File: src/rtl/audio_pkg.sv
// Shared definitions for the I2S audio DAC serializer: default geometry,
// I2S framing constant, stereo sample pair type and serializer states.
package audio_pkg;

  localparam int AUDIO_DATA_WIDTH = 24;
  localparam int AUDIO_FIFO_DEPTH = 8;
  // I2S places the MSB one bit clock after the LRCK transition.
  localparam int AUDIO_I2S_DELAY  = 1;

  typedef struct packed {
    logic [AUDIO_DATA_WIDTH-1:0] left;
    logic [AUDIO_DATA_WIDTH-1:0] right;
  } stereo_pair_t;

  typedef enum logic [1:0] {
    SER_IDLE  = 2'd0,
    SER_LEFT  = 2'd1,
    SER_RIGHT = 2'd2
  } ser_state_e;

endpackage

File: src/rtl/audio_sample_fifo.sv
// Synchronous first-word-fall-through FIFO holding packed stereo pairs.
// Occupancy, empty and ready are registered so they can leave the block
// directly as outputs.
module audio_sample_fifo
  import audio_pkg::*;
#(
  parameter int WIDTH = 2 * AUDIO_DATA_WIDTH,
  parameter int DEPTH = AUDIO_FIFO_DEPTH,
  localparam int AW = $clog2(DEPTH),
  localparam int LW = AW + 1
) (
  input  logic             clk,
  input  logic             reset,
  input  logic             push,
  input  logic [WIDTH-1:0] wr_data,
  input  logic             pop,
  output logic [WIDTH-1:0] rd_data,
  output logic             empty,
  output logic             ready,
  output logic [LW-1:0]    level
);

  localparam logic [LW-1:0] LEVEL_FULL = LW'(DEPTH);

  logic [WIDTH-1:0] mem [DEPTH];
  logic [AW-1:0]    wr_ptr;
  logic [AW-1:0]    rd_ptr;
  logic             do_push;
  logic             do_pop;
  logic [LW-1:0]    level_next;

  assign rd_data = mem[rd_ptr];

  // Qualify requests against current state and compute next occupancy
  always_comb begin
    do_push    = push && ready;
    do_pop     = pop && !empty;
    level_next = level;
    if (do_push && !do_pop) begin
      level_next = level + LW'(1);
    end else if (do_pop && !do_push) begin
      level_next = level - LW'(1);
    end else begin
      level_next = level;
    end
  end

  // Pointer and status registers; pointers wrap naturally at DEPTH
  always_ff @(posedge clk) begin
    if (reset) begin
      wr_ptr <= {AW{1'b0}};
      rd_ptr <= {AW{1'b0}};
      level  <= {LW{1'b0}};
      empty  <= 1'b1;
      ready  <= 1'b1;
    end else begin
      if (do_push) begin
        wr_ptr <= wr_ptr + AW'(1);
      end
      if (do_pop) begin
        rd_ptr <= rd_ptr + AW'(1);
      end
      level <= level_next;
      empty <= (level_next == {LW{1'b0}});
      ready <= (level_next != LEVEL_FULL);
    end
  end

  // Sample storage; no reset needed because the pointers gate every read
  always_ff @(posedge clk) begin
    if (do_push) begin
      mem[wr_ptr] <= wr_data;
    end
  end

endmodule

File: src/rtl/audio_dac_serializer.sv
// I2S DAC serializer: buffers stereo pairs in a FIFO and shifts them out
// MSB first on DACDAT, timed by codec-supplied BCLK/DACLRCK which are
// asynchronous to clk_clk and oversampled through synchronizers.
module audio_dac_serializer
  import audio_pkg::*;
#(
  parameter int DATA_WIDTH = AUDIO_DATA_WIDTH,
  parameter int FIFO_DEPTH = AUDIO_FIFO_DEPTH
) (
  input  logic                        clk_clk,
  input  logic                        reset_reset,
  input  logic [DATA_WIDTH-1:0]       left_data,
  input  logic [DATA_WIDTH-1:0]       right_data,
  input  logic                        sample_valid,
  output logic                        sample_ready,
  input  logic                        BCLK,
  input  logic                        DACLRCK,
  output logic                        DACDAT,
  output logic                        underrun,
  output logic [$clog2(FIFO_DEPTH):0] fifo_level
);

  localparam int CW = $clog2(DATA_WIDTH + 1);
  // Counter value meaning "word fully shifted, emit padding".
  localparam logic [CW-1:0] CNT_IDLE = CW'(DATA_WIDTH);

  logic                    bclk_meta;
  logic                    bclk_sync;
  logic                    bclk_last;
  logic                    lrck_meta;
  logic                    lrck_sync;
  logic                    lrck_prev;

  logic                    bclk_fall;
  logic                    left_start;
  logic                    right_start;

  logic                    fifo_pop;
  logic                    fifo_empty;
  logic [2*DATA_WIDTH-1:0] fifo_rd_data;
  logic [DATA_WIDTH-1:0]   pop_left;
  logic [DATA_WIDTH-1:0]   pop_right;

  logic [DATA_WIDTH-1:0]   shift_reg;
  logic [DATA_WIDTH-1:0]   hold_reg;
  logic [CW-1:0]           bit_cnt;
  ser_state_e              state;

  assign pop_left  = fifo_rd_data[2*DATA_WIDTH-1:DATA_WIDTH];
  assign pop_right = fifo_rd_data[DATA_WIDTH-1:0];

  audio_sample_fifo #(
    .WIDTH (2 * DATA_WIDTH),
    .DEPTH (FIFO_DEPTH)
  ) u_fifo (
    .clk     (clk_clk),
    .reset   (reset_reset),
    .push    (sample_valid),
    .wr_data ({left_data, right_data}),
    .pop     (fifo_pop),
    .rd_data (fifo_rd_data),
    .empty   (fifo_empty),
    .ready   (sample_ready),
    .level   (fifo_level)
  );

  // Two-flop synchronizers plus one extra BCLK stage for fall detection
  always_ff @(posedge clk_clk) begin
    if (reset_reset) begin
      bclk_meta <= 1'b0;
      bclk_sync <= 1'b0;
      bclk_last <= 1'b0;
      lrck_meta <= 1'b0;
      lrck_sync <= 1'b0;
    end else begin
      bclk_meta <= BCLK;
      bclk_sync <= bclk_meta;
      bclk_last <= bclk_sync;
      lrck_meta <= DACLRCK;
      lrck_sync <= lrck_meta;
    end
  end

  // Decode bit-clock falls and frame transitions; pop only on a left start
  always_comb begin
    bclk_fall   = bclk_last && !bclk_sync;
    left_start  = bclk_fall && lrck_prev && !lrck_sync;
    right_start = bclk_fall && !lrck_prev && lrck_sync;
    fifo_pop    = left_start && !fifo_empty;
  end

  // Serializer FSM: loads words at LRCK edges and shifts one bit per BCLK fall
  always_ff @(posedge clk_clk) begin
    if (reset_reset) begin
      state     <= SER_IDLE;
      shift_reg <= {DATA_WIDTH{1'b0}};
      hold_reg  <= {DATA_WIDTH{1'b0}};
      bit_cnt   <= CNT_IDLE;
      lrck_prev <= 1'b0;
      DACDAT    <= 1'b0;
      underrun  <= 1'b0;
    end else begin
      underrun <= 1'b0;
      if (bclk_fall) begin
        lrck_prev <= lrck_sync;
        case ({left_start, right_start})
          2'b10: begin
            state   <= SER_LEFT;
            bit_cnt <= {CW{1'b0}};
            DACDAT  <= 1'b0;
            if (!fifo_empty) begin
              shift_reg <= pop_left;
              hold_reg  <= pop_right;
            end else begin
              shift_reg <= {DATA_WIDTH{1'b0}};
              hold_reg  <= {DATA_WIDTH{1'b0}};
              underrun  <= 1'b1;
            end
          end
          2'b01: begin
            state   <= SER_RIGHT;
            bit_cnt <= {CW{1'b0}};
            DACDAT  <= 1'b0;
            // A right word is only valid if its left half went out this frame.
            case (state)
              SER_LEFT: shift_reg <= hold_reg;
              default:  shift_reg <= {DATA_WIDTH{1'b0}};
            endcase
          end
          default: begin
            if (bit_cnt < CNT_IDLE) begin
              DACDAT    <= shift_reg[DATA_WIDTH-1];
              shift_reg <= {shift_reg[DATA_WIDTH-2:0], 1'b0};
              bit_cnt   <= bit_cnt + CW'(1);
            end else begin
              DACDAT <= 1'b0;
            end
          end
        endcase
      end
    end
  end

endmodule

File: config.mk
export PLATFORM = sky130hd
export DESIGN_NAME = audio_dac_serializer
export DESIGN_NICKNAME = d
export VERILOG_FILES = /design/src/rtl/audio_pkg.sv /design/src/rtl/audio_sample_fifo.sv /design/src/rtl/audio_dac_serializer.sv
export SDC_FILE = /design/constraint.sdc
export NUM_CORES = 1
export LEC_CHECK = 0
export ABC_AREA = 1
export BUFFER_PORTS_ARGS = -buffer_cell sky130_fd_sc_hd__buf_4
export CELL_PAD_IN_SITES_DETAIL_PLACEMENT = 1
export CELL_PAD_IN_SITES_GLOBAL_PLACEMENT = 1
export CORE_ASPECT_RATIO = 1.2
export CORE_MARGIN = 2
export CORE_UTILIZATION = 48
export CTS_BUF_LIST = sky130_fd_sc_hd__clkbuf_8 sky130_fd_sc_hd__clkbuf_16
export CTS_CLUSTER_SIZE = 25
export DETAILED_ROUTE_END_ITERATION = 6
export HOLD_SLACK_MARGIN = 0.08
export PLACE_DENSITY_LB_ADDON = 0.2
export SETUP_SLACK_MARGIN = 0.5
export SKIP_LAST_GASP = 1
export SYNTH_ARGS = -nofsm -noshare
export SYNTH_HDL_FRONTEND = slang
export SYNTH_SLANG_ARGS = --single-unit
File: constraint.sdc
create_clock -name clk_clk -period 5 [get_ports clk_clk]
set_clock_uncertainty 0.1 [all_clocks]
set_input_delay 1 -clock clk_clk [delete_from_list [all_inputs] [get_ports clk_clk]]
set_output_delay 1 -clock clk_clk [all_outputs]
set_load 0.05 [all_outputs]
* Word-level counts from Yosys, hierarchy flattened *
Memories as Yosys holds them, arrays and structs flattened. A register that Yosys moved wholly into a read port is not among the register bits.
Cells that the tools add are included.

word-level totals
  bits in registers = 75
  memory bits (writable) = 384
  bits of input ports = 53
  output and inout bits = 7
  word-level logic and storage cells = 73
  memories kept = 1

operators by class
  add/subtract/negate cells = 5
  $lt $le $gt $ge = 1
  equality and inequality tests = 4
  multiplexer cells = 17
  bitwise gates (word level) = 2
  reductions and logical operators = 26

memory list
  memory      words  bits a word  rd ports  clocked after Yosys merged registers in  wr ports  line                     text
  u_fifo.mem  8      48           1         1                                        1         audio_sample_fifo.sv:25  logic [WIDTH-1:0] mem [DEPTH];

operators with widths
  cell                                                                   count
  24-bit two-way mux                                                     4
  24-bit one-hot mux with 2 select lines                                 1
  1-bit logical AND                                                      10
  5-bit two-way mux                                                      2
  4-bit two-way mux                                                      2
  2-bit AND reduction                                                    4
  3-bit by 1-bit adder with 3-bit output, second input constant          2
  1-bit zero test                                                        6
  3-bit two-way mux                                                      2
  5-bit by 1-bit adder with 5-bit output, second input constant          1
  5-bit < comparator, second input constant                              1
  1-bit two-way mux                                                      5
  4-bit by 1-bit adder with 4-bit output, second input constant          1
  2-bit by 1-bit equality test with 1-bit output, second input constant  2
  4-bit zero test                                                        1
  4-bit inequality test, second input constant                           1
  2-bit one-hot mux with 2 select lines                                  1
  2-bit nonzero test                                                     2
  4-bit by 1-bit subtractor with 4-bit output, second input constant     1
  3-bit nonzero test                                                     1
  3-bit OR reduction                                                     1
  2-bit equality test, second input constant                             1
  1-bit inverter                                                         2
  2-bit OR reduction                                                     1

* Logic depth before layout (Yosys ltp) *
Gate-level depths: netlist of the first run.

  word-level depth = 10
  gate-level depth with buffers = 12
  depth with buffers taken out = 10

* Modules after synthesis *
A second synthesis of the first run with hierarchy kept.

unflattened totals
  cell total of the unflattened synthesis = 1,726
  area, all modules = 18,883.1 um^2

modules (own cells, without submodules)
  module                times used  cells an instance  area each (um^2)
  audio_sample_fifo     1           1,187              15,481.1
  audio_dac_serializer  1           539                3,402.0

* Worst setup path after synthesis of the first run *
OpenSTA, ideal clock, no wires.

  path kind = input to register
  start = input sample_valid
  end = memory u_fifo.mem[0][0] (netlist name) (enable)
  setup time = 454 ps
  arrival = 3,481 ps
  data required time = 4,446 ps
  setup slack = 965 ps
  cell stages on the path = 4
  path through = nand2_1 inv_1 nand2_1 nor2_1

between the ends
  cells in the longest elaborated chain, start to end = 3

ends and longest elaborated chain
  element                                  line                        text
  start, declared                          audio_dac_serializer.sv:14  input logic sample_valid,
  1-bit logical AND                        audio_sample_fifo.sv:36     do_push = push && ready;
  1-bit two-way mux                        audio_sample_fifo.sv:71     if (do_push) begin
  1-bit two-way mux (implied by the code)  audio_sample_fifo.sv:72     mem[wr_ptr] <= wr_data;
  end, declared                            audio_sample_fifo.sv:25

No other way between the ends.

* Final worst setup path of the first run *
  start = register lrck_prev
  end = register shift_reg[21]

between the ends
  cells in the longest elaborated chain, start to end = 6

ends and longest elaborated chain
  element                                                                                       line                         text
  start, declared                                                                               audio_dac_serializer.sv:32   logic lrck_prev;
  start signal, assigned                                                                        audio_dac_serializer.sv:105  lrck_prev <= lrck_sync;
  1-bit zero test                                                                               audio_dac_serializer.sv:88   right_start = bclk_fall && !lrck_prev && lrck_sync;
  1-bit logical AND (2 in series)                                                               audio_dac_serializer.sv:88
  2-bit by 1-bit equality test with 1-bit output / 2-bit equality test (equally long branches)  audio_dac_serializer.sv:106  case ({left_start, right_start})
  3-bit nonzero test (no line)                                                                  -
  2-bit AND reduction (no line)                                                                 -
  end signal, assigned                                                                          audio_dac_serializer.sv:96   shift_reg <= {DATA_WIDTH{1'b0}};
  end signal, assigned                                                                          audio_dac_serializer.sv:112  shift_reg <= pop_left;
  end signal, assigned                                                                          audio_dac_serializer.sv:115  shift_reg <= {DATA_WIDTH{1'b0}};
  end, declared                                                                                 audio_dac_serializer.sv:44   logic [DATA_WIDTH-1:0] shift_reg;

Parallel ways exist; a longest one is shown, timed or not.
A chain may end at the register's enable or synchronous reset.

==> results of run 1 <==
-- where the power goes --
| group | switching (mW) | total, mW | internal [mW] |
|---|---|---|---|
| Clock | 1.42 | 3.27 | 1.85 |
| Sequential | 0.0248 | 4.27 | 4.25 |
| Combinational | 0.182 | 0.255 | 0.0728 |
| Total | 1.62 | 7.80 | 6.17 |
-- through the flow --
| step | util (%) | instances |
|---|---|---|
| detailed placement | 51.0 | 2125 |
| CTS | 54.8 | 2209 |
| finish | 54.8 | 2209 |
| global placement | 51.0 | 2125 |
| global route | 54.8 | 2209 |
| floorplan | - | 1662 |
-- Yosys cell counts (19+ instances only) --
master,instances
a21oi_1,45
buf_2,22
clkbuf_1,46
dfxtp_1,78
edfxtp_1,384
inv_1,92
nand2_1,269
nand3_1,126
nand4_1,19
nor2_1,297
o211ai_1,49
o21ai_0,172
-- area by class of cell --
cell class	count	area share [%]
Clock inverter	32	0.758
Clock buffer	52	6.10
Timing Repair Buffer	79	3.03
Inverter	96	1.76
Sequential cell	462	63.0
Tap cell	480	2.89
Multi-Input combinational cell	1008	22.4
-- worst min path at each step --
stage                endpoint  startpoint  depth (start not counted)
floorplan           bclk_sync   bclk_meta                          2
global placement    bclk_sync   bclk_meta                          2
detailed placement  lrck_sync   lrck_meta                          2
CTS                 bclk_sync   bclk_meta                          2
global route        bclk_sync   bclk_meta                          2
finish              bclk_sync   bclk_meta                          2
-- worst max-delay path: stages (launching register included) --
cell and delay [ps]:
dfxtp_1 370, inv_2 60, nor2_2 150, nand2_4 230, nor2_4 890, buf_4 380
buf_4 240, nand3_1 100, nand2_1 70, nand2_1 50, a21oi_1 110
-- kinds of logic (layout without fill, tap and decap cells) --
| family | count (synthesis) | in the layout | share of synthesized area [%] |
|---|---|---|---|
| AOI/OAI and AO/OA | 272 | 272 | 8.09 |
| and+or+nand+nor | 728 | 728 | 16.2 |
| buffers and inverters | 192 | 259 | 4.58 |
| xor gates and xnor gates | 3 | 3 | 0.142 |
| adders and majority gates | 5 | 5 | 0.337 |
| DFF | 462 | 462 | 70.6 |
-- metal layers --
metal	routed length [microns]	track usage, %	vias up
met2	25100	44.0	269
li1	-	-	5800
met4	1360	8.32	0
met5	0	0	-
met3	1980	3.57	84
met1	20200	30.3	6249
==> results.cfg, run 1 <==
[clock_tree]
clkLatencyLatePin_ps = 560
cts_tree = built
cts-htree-levels = 2
cts_sinks = 462
path_clk_slew_ps = 60
cts_buffer_depth = 3
post_cts_buffers = 0
numCtsBuffers = 46
cts-resized-gates = 0
cts_root_buf = clkbuf_16
holdBufCountCts = 0

[yosys]
ys_ff_latch = 462
yosysSeqAreaShare_pct = 70.6
syn_area_sq_um = 18500
syn_area_per_cell_sq_um = 11.2
syn-num-nets = 1720
synth_area_leaders = edfxtp_1 (62%), dfxtp_1 (8.4%), nor2_1 (6.0%), nand2_1 (5.4%), o21ai_0 (4.6%)
netlist_instances = 1662
ys_types = 32
yosysWarnings = 0
yosysTopAreaCell = edfxtp_1
synth_edf_count = 384
yosysTopAreaCellShare_pct = 62.2
synth_ff_type = edfxtp_1
synthArstFlopShare_pct = 0

[global_route]
grt_max_degree = 152
antenna_found_initial = 0
grt_pass1_wl_mm = 75.0
grt.overflow.total = 0
grt_use_total_pct = 24.5
grt_pass1_vias = 13100

[placed_design]
placed_area_sq_um = 19400
gp_congestion = 0.756
place_hpwl_mm = 28.2
place_ws_ps = 1660
port_buffers = 59

[final_layout]
final_cell_area_sq_um = 20800
layout_commonest_cell = edfxtp_1
areaGrowthSynthToFinish_pct = 12.1
fillers = 3938
ff_latch_area_sq_um = 13100
final_cell_mix = edfxtp_1 (384), nor2_1 (289), nand2_1 (269)
drive_above_1_share_pct = 9.72
nets = 1751
multiInputGateArea_sq_um = 4660
diodes = 0
largest_register_ffs = 384

[sta]
slew_violations = 0
rsz0062_at_grt = false
finalCritPeriodShare_pct = 57.2
finalHoldViolations = 0
tightest_slew_ps = 1110
fin_crit_ps = 2860
hold_ws_ps = 309
fin_ws_ps = 2140
relSlewSlack_pct = 25.8
tns_ps = 0
finalSetupViolations = 0
clock.fmax_mhz = 350

[route]
drtAntennaViolNets = 0
drc = 0
vias_per_cell = 5.61
dr_total_vias = 12400
drt_iter0_drc = 721
dr.pass1.iters = 5
wl_per_cell_microns = 22.0
drt-total-wl_mm = 48.7

[worst_setup_path]
crit_fanout = 33
crit_path_end = shift_reg[21]
crit_path_start_kind = flip-flop
worstPathArrival_ps = 3240
rr_startpoint = lrck_prev
crit_path_start = lrck_prev
r2r_cells = 10
required_ps = 5380
r2r_end = shift_reg[21]
rrSetupSlack_ps = 2140
path_class = reg2reg
cp-end-kind = flip-flop

[flow_run]
drv_cap = 0

[floorplan]
core_area_sq_um = 38000
die_y_microns = 219
num_io_pins = 60
die_area_sq_um = 40200
die_x_microns = 183
start_util_pct = 48.8
num_rows = 78

[power]
max-vdd-ir-drop_v = 0.000302
powerDensity_nw_per_um2 = 375
power.total_mw = 7.80
leakagePower_nw = 7.53

[outcome]
run_status = finished, final reports clean

[hold_path]
min_path_type = reg2reg
Note: power is estimated with default switching activity, not from simulation.
==> inputs of run 2 (changes only) <==
ABC_AREA = 0   (was 1)
clock period = 2.8 ns   (was 5 ns; I/O delays follow)
==> results.cfg, run 2 <==
[outcome]
run_status = finished, final reports clean

[clock_tree]
cts_buffer_depth = 3
numCtsBuffers = 46
cts_root_buf = clkbuf_16
cts-htree-levels = 2
holdBufCountCts = 0
cts_sinks = 462
path_clk_slew_ps = 60
cts_tree = built
clkLatencyLatePin_ps = 560

[yosys]
yosysSeqAreaShare_pct = 73.6
yosysTopAreaCell = edfxtp_1
synth_most_common_cell = edfxtp_1
syn-num-nets = 977
synthArstFlopShare_pct = 0
ys_types = 48
synth_area_leaders = edfxtp_1 (65%), dfxtp_1 (8.8%), mux4_2 (8.5%), mux4_1 (4.3%), mux2_2 (3.1%)
syn_area_sq_um = 17800
synth_ff_type = edfxtp_1
netlist_instances = 919
synth_edf_count = 384
syn_area_per_cell_sq_um = 19.4
ys_ff_latch = 462
yosysWarnings = 0
yosysTopAreaCellShare_pct = 64.8
synth_common_cells = edfxtp_1 (384), dfxtp_1 (78), mux4_2 (67), nor2_1 (59), mux2_2 (49)

[placed_design]
port_buffers = 59
gp_congestion = 0.745
place_hpwl_mm = 21.9

[worst_setup_path]
crit_chain = buf_16 > mux4_2 > mux2_2 > a221oi_1 > nor2_1
r2r_cells = 5
worstPathArrival_ps = 2550
cp-end-kind = flip-flop
required_ps = 3130
r2r_end = shift_reg[0]
critPathMaxStageDelay_ps = 530
crit_path_start_kind = flip-flop
crit_fanout = 26
path_class = reg2reg
rrSetupSlack_ps = 580
slowest_stage = mux4_2

[final_layout]
fillers = 3192
layout_commonest_cell = edfxtp_1
largest_register_ffs = 384
drive_above_1_share_pct = 29.0
fin_util_pct = 56.1
diodes = 0
areaGrowthSynthToFinish_pct = 15.8
final_cell_mix = edfxtp_1 (384), buf_4 (82), dfxtp_1 (72)
nets = 1063

[hold_path]
hold_depth = 2
min_path_type = in2reg
min_from = DACLRCK
min_to = lrck_meta

[sta]
finalSetupViolations = 0
tightest_slew_ps = 719
finalCritPeriodShare_pct = 79.2
hold_ws_ps = 118
tns_ps = 0
finalHoldViolations = 0
slew_violations = 0
relSlewSlack_pct = 52.1
rsz0062_at_grt = true
fin_crit_ps = 2220
clock.fmax_mhz = 451

[global_route]
antenna_found_initial = 0
grt_pass1_wl_mm = 59.4
grt.overflow.total = 0
grt_pass1_vias = 9644
grt_max_degree = 49
grt_use_total_pct = 20.4

[floorplan]
num_io_pins = 60
die_x_microns = 180
start_util_pct = 48.5
core_area_sq_um = 36700
die_area_sq_um = 38600
die_y_microns = 215
num_rows = 77

[route]
dr_total_vias = 8966
drtAntennaViolNets = 0
dr.pass1.iters = 5
vias_per_cell = 5.91
drt-total-wl_mm = 39.1
drt_iter0_drc = 504
drc = 0
wl_per_cell_microns = 25.8

[power]
leakagePower_nw = 6.65
powerDensity_nw_per_um2 = 699
power.total_mw = 14.4
max-vdd-ir-drop_v = 0.000503

[flow_run]
drv_cap = 0
## run 2: changes by cell type after synthesis, moves of 25 or more
cell and change:
o211ai_1 -49, inv_1 -88, a21oi_1 -33, o21ai_0 -165, nor2_1 -238, mux4_2 +67
mux2_2 +49, nand3_1 -124, nor3_1 +26, nand2_1 -247, mux4_1 +29, a22oi_1 +25
## run 2: layer usage
metal  wire length [microns]  up-vias  part of all wire (%)  global-route usage, %
met5                       0        -                     0                      0
met4                    1030        0                   2.6                   6.53
met3                    1590       63                   4.1                   3.47
met2                   19900      198                    51                   35.1
met1                   16600     4739                    42                   26.6
li1                        -     3966                     -                      -
## run 2: repair_timing
action / 4_1_cts / 5_1_grt
pin swaps: 0 / 1
endpoints found under the setup margin: 19 / 35
gates resized for setup: 1 / 6
buffers inserted: 2 / 3
cloned: 0 / 1
## run 2: cell type report
class / instances / area (sq um) / area share [%]
sequential: 462 / 13100 / 63.6
multi-input combinational: 397 / 4490 / 21.8
clock buffer: 49 / 1230 / 5.95
timing repair buffer: 94 / 855 / 4.15
tap: 474 / 593 / 2.88
clock inverter: 36 / 315 / 1.53
inverter: 4 / 15.0 / 0.0729
## run 2: cells by family (layout without fill, tap and decap cells)
family / Yosys count / in the layout / share of synthesized area (%)
compound gates: 82 / 82 / 3.42
fa+ha+maj: 5 / 5 / 0.352
xor+xnor: 9 / 9 / 0.443
buf+inv: 61 / 183 / 2.09
flops: 462 / 462 / 73.6
mux: 146 / 146 / 15.9
simple gates: 154 / 155 / 4.18
## run 2: worst max path at each step
stage / startpoint / end / slack (ps)
2_1_floorplan: sample_valid / u_fifo.mem[0][0] / 30
3_3_place_gp: flip-flop / shift_reg[22] / 520
3_5_place_dp: lrck_prev / shift_reg[11] / 450
4_1_cts: lrck_prev / shift_reg[13] / 440
5_1_grt: flip-flop / shift_reg[0] / 490
6_report: flip-flop / shift_reg[0] / 580
## run 2: metrics by stage
stage	std cells	instance area, sq um	worst slack [ps]
after floorplan	919	17900	25.5
after global placement	1425	19000	522
after detailed placement	1425	19000	446
after CTS	1512	20500	441
after global routing	1516	20600	487
final	1516	20600	582
## run 2: where the power goes
group          total (mW)  leakage, nW  switching (mW)  internal, mW
Sequential           7.65         4.12          0.0581          7.59
Combinational       0.510         1.74           0.313         0.197
Clock                6.23        0.786            2.53          3.70
## run 2: critical path, delay by kind of cell, from the launching register on
kind            cells  cell delay (ps)
mux                 2              840
buf+inv             1              250
compound gates      1              360
simple gates        1               70
flops               1              470
==> inputs of run 3 (changes only) <==
ABC_AREA = 1   (was 0)
CORE_UTILIZATION = 45   (was 48)
clock period = 1.8 ns   (was 2.8 ns; I/O delays follow)
==> results.cfg, run 3 (synthesis gave the netlist of run 1 again) <==
[route]
wl_per_cell_microns = 29.5
dr_total_vias = 14900
vias_per_cell = 5.95
drc = 0
dr.pass1.iters = 7
drtAntennaViolNets = 0
drt-total-wl_mm = 73.7
drt_iter0_drc = 1363

[placed_design]
dp_cells = 2221
place_ws_ps = 46.9
gp_congestion = 0.799
place_hpwl_mm = 29.5
port_buffers = 59

[sta]
finalHoldViolations = 0
finalSetupViolations = 33
fin_crit_ps = 1930
slew_violations = 0
hold_ws_ps = 140
tightest_slew_ps = 485
finalCritPeriodShare_pct = 107
relSlewSlack_pct = 67.7
clock.fmax_mhz = 517
fin_ws_ps = -134
rsz0062_at_grt = true

[worst_setup_path]
cpMostUsedCell = nor2_4
crit_path_start_kind = flip-flop
crit_chain = inv_2 > nor2_4 > buf_6 > nand3_4 > nor2_4 > buf_12 > buf_8 > nand2_4 > nand4_1 > nand2_1 > inv_1
required_ps = 2210
worstPathArrival_ps = 2340
slowest_stage = dfxtp_2
crit_fanout = 6
path_class = reg2reg
crit_buf_inv = 5
critPathTopFamily = simple AND/OR/NAND/NOR gates
critPathMaxStageDelay_ps = 350
cp-end-kind = flip-flop

[power]
max-vdd-ir-drop_v = 0.00103
leakagePower_nw = 9.49
powerDensity_nw_per_um2 = 892

[floorplan]
die_x_microns = 189
num_io_pins = 60
core_area_sq_um = 40700
num_rows = 81
start_util_pct = 45.5
die_y_microns = 226
die_area_sq_um = 42800

[final_layout]
multiInputGateArea_sq_um = 5260
final_cells = 2503
diodes = 0
drive_above_1_share_pct = 25.2
areaGrowthSynthToFinish_pct = 38.3
ff_latch_area_sq_um = 13100
final_cell_mix = edfxtp_1 (384), nor2_1 (279), nand2_1 (233)
nets = 1987
layout_commonest_cell = edfxtp_1
fillers = 3981
largest_register_ffs = 384

[clock_tree]
path_clk_slew_ps = 70
cts_root_buf = clkbuf_16
cts_buffer_depth = 3
numCtsBuffers = 47
cts_tree = built
clkLatencyLatePin_ps = 570
cts-htree-levels = 2
cts_sinks = 462

[outcome]
violations = setup timing
run_status = finished with violations

[hold_path]
min_path_type = in2reg

[flow_run]
drv_cap = 0

[global_route]
grt_pass1_wl_mm = 86.7
grt_max_degree = 55
grt_pass1_vias = 14300
grt_use_total_pct = 27.1
grt.overflow.total = 0
antenna_found_initial = 1
==> run 3: cell count changes in the layout (fill, tap and decap cells not counted), sizes merged, moves of 49 or more <==
cell	previous run	this run
nand2	22	271
nor2	61	303
o21ai	9	175
buf	94	233
nand3	2	127
mux4	96	0
inv	14	108
dlygate4sd3	0	50
mux2	49	0
o211ai	0	49
==> run 3: area by class of cell <==
type / instances / area share (%)
inverter: 96 / 1.60
sequential: 462 / 51.2
clock buffer: 50 / 4.75
tap: 539 / 2.63
clock inverter: 34 / 1.00
timing repair inverter: 2 / 0.0976
multi-input combinational: 1008 / 20.5
timing repair buffer: 312 / 18.2
==> run 3: timing repair <==
item | CTS | global route
cloned | 29 | 39
endpoints found under the setup margin | 458 | 460
pin swaps | 25 | 61
hold buffers | 50 | 0
gates resized for setup | 114 | 179
buffers inserted | 42 | 38
hold endpoints to repair | 386 | 0
==> run 3: through the flow <==
stage	utilization [%]	cell area, sq um	power [mW]	TNS [ps]
after floorplan	-	18800	12.4	-61270
after global placement	49.6	20200	12.8	0
after detailed placement	49.6	20200	12.9	0
after CTS	58.3	23800	22.4	0
after global routing	62.9	25600	23.4	-3860
final	62.9	25600	22.9	-1890
==> run 3: layer usage <==
| layer | global-route usage [%] | wire length [microns] | up-vias | part of all wire, % |
|---|---|---|---|---|
| met5 | 0 | 9 | - | 0.012 |
| met4 | 12.2 | 5480 | 2 | 7.4 |
| met3 | 3.59 | 5060 | 299 | 6.9 |
| met2 | 49.4 | 37000 | 769 | 50 |
| met1 | 32.0 | 26200 | 7507 | 35 |
| li1 | - | - | 6320 | - |
==> run 3: report_power, final <==
part           switching (mW)  leakage (nW)  internal (mW)
clock network            4.27         0.765           5.43
registers              0.0882          4.13           11.8
logic                   0.728          4.60          0.552
==> run 3: final timing paths <==
kind / start / end / slack (ps) / cells past startpoint
worst max register to register: bclk_last / shift_reg[13] / -130 / 11
worst min register to register: lrck_meta / lrck_sync / 340 / 2
worst min-delay path: sample_valid / u_fifo.wr_ptr[1] / 140 / 4
worst max-delay path: bclk_last / shift_reg[13] / -130 / 11
==> run 3: tightest hold or removal path: cells and delay by family <==
kind / cells / cell delay, ps
compound gates: 1 / 70
buf+inv: 2 / 250
simple gates: 1 / 70
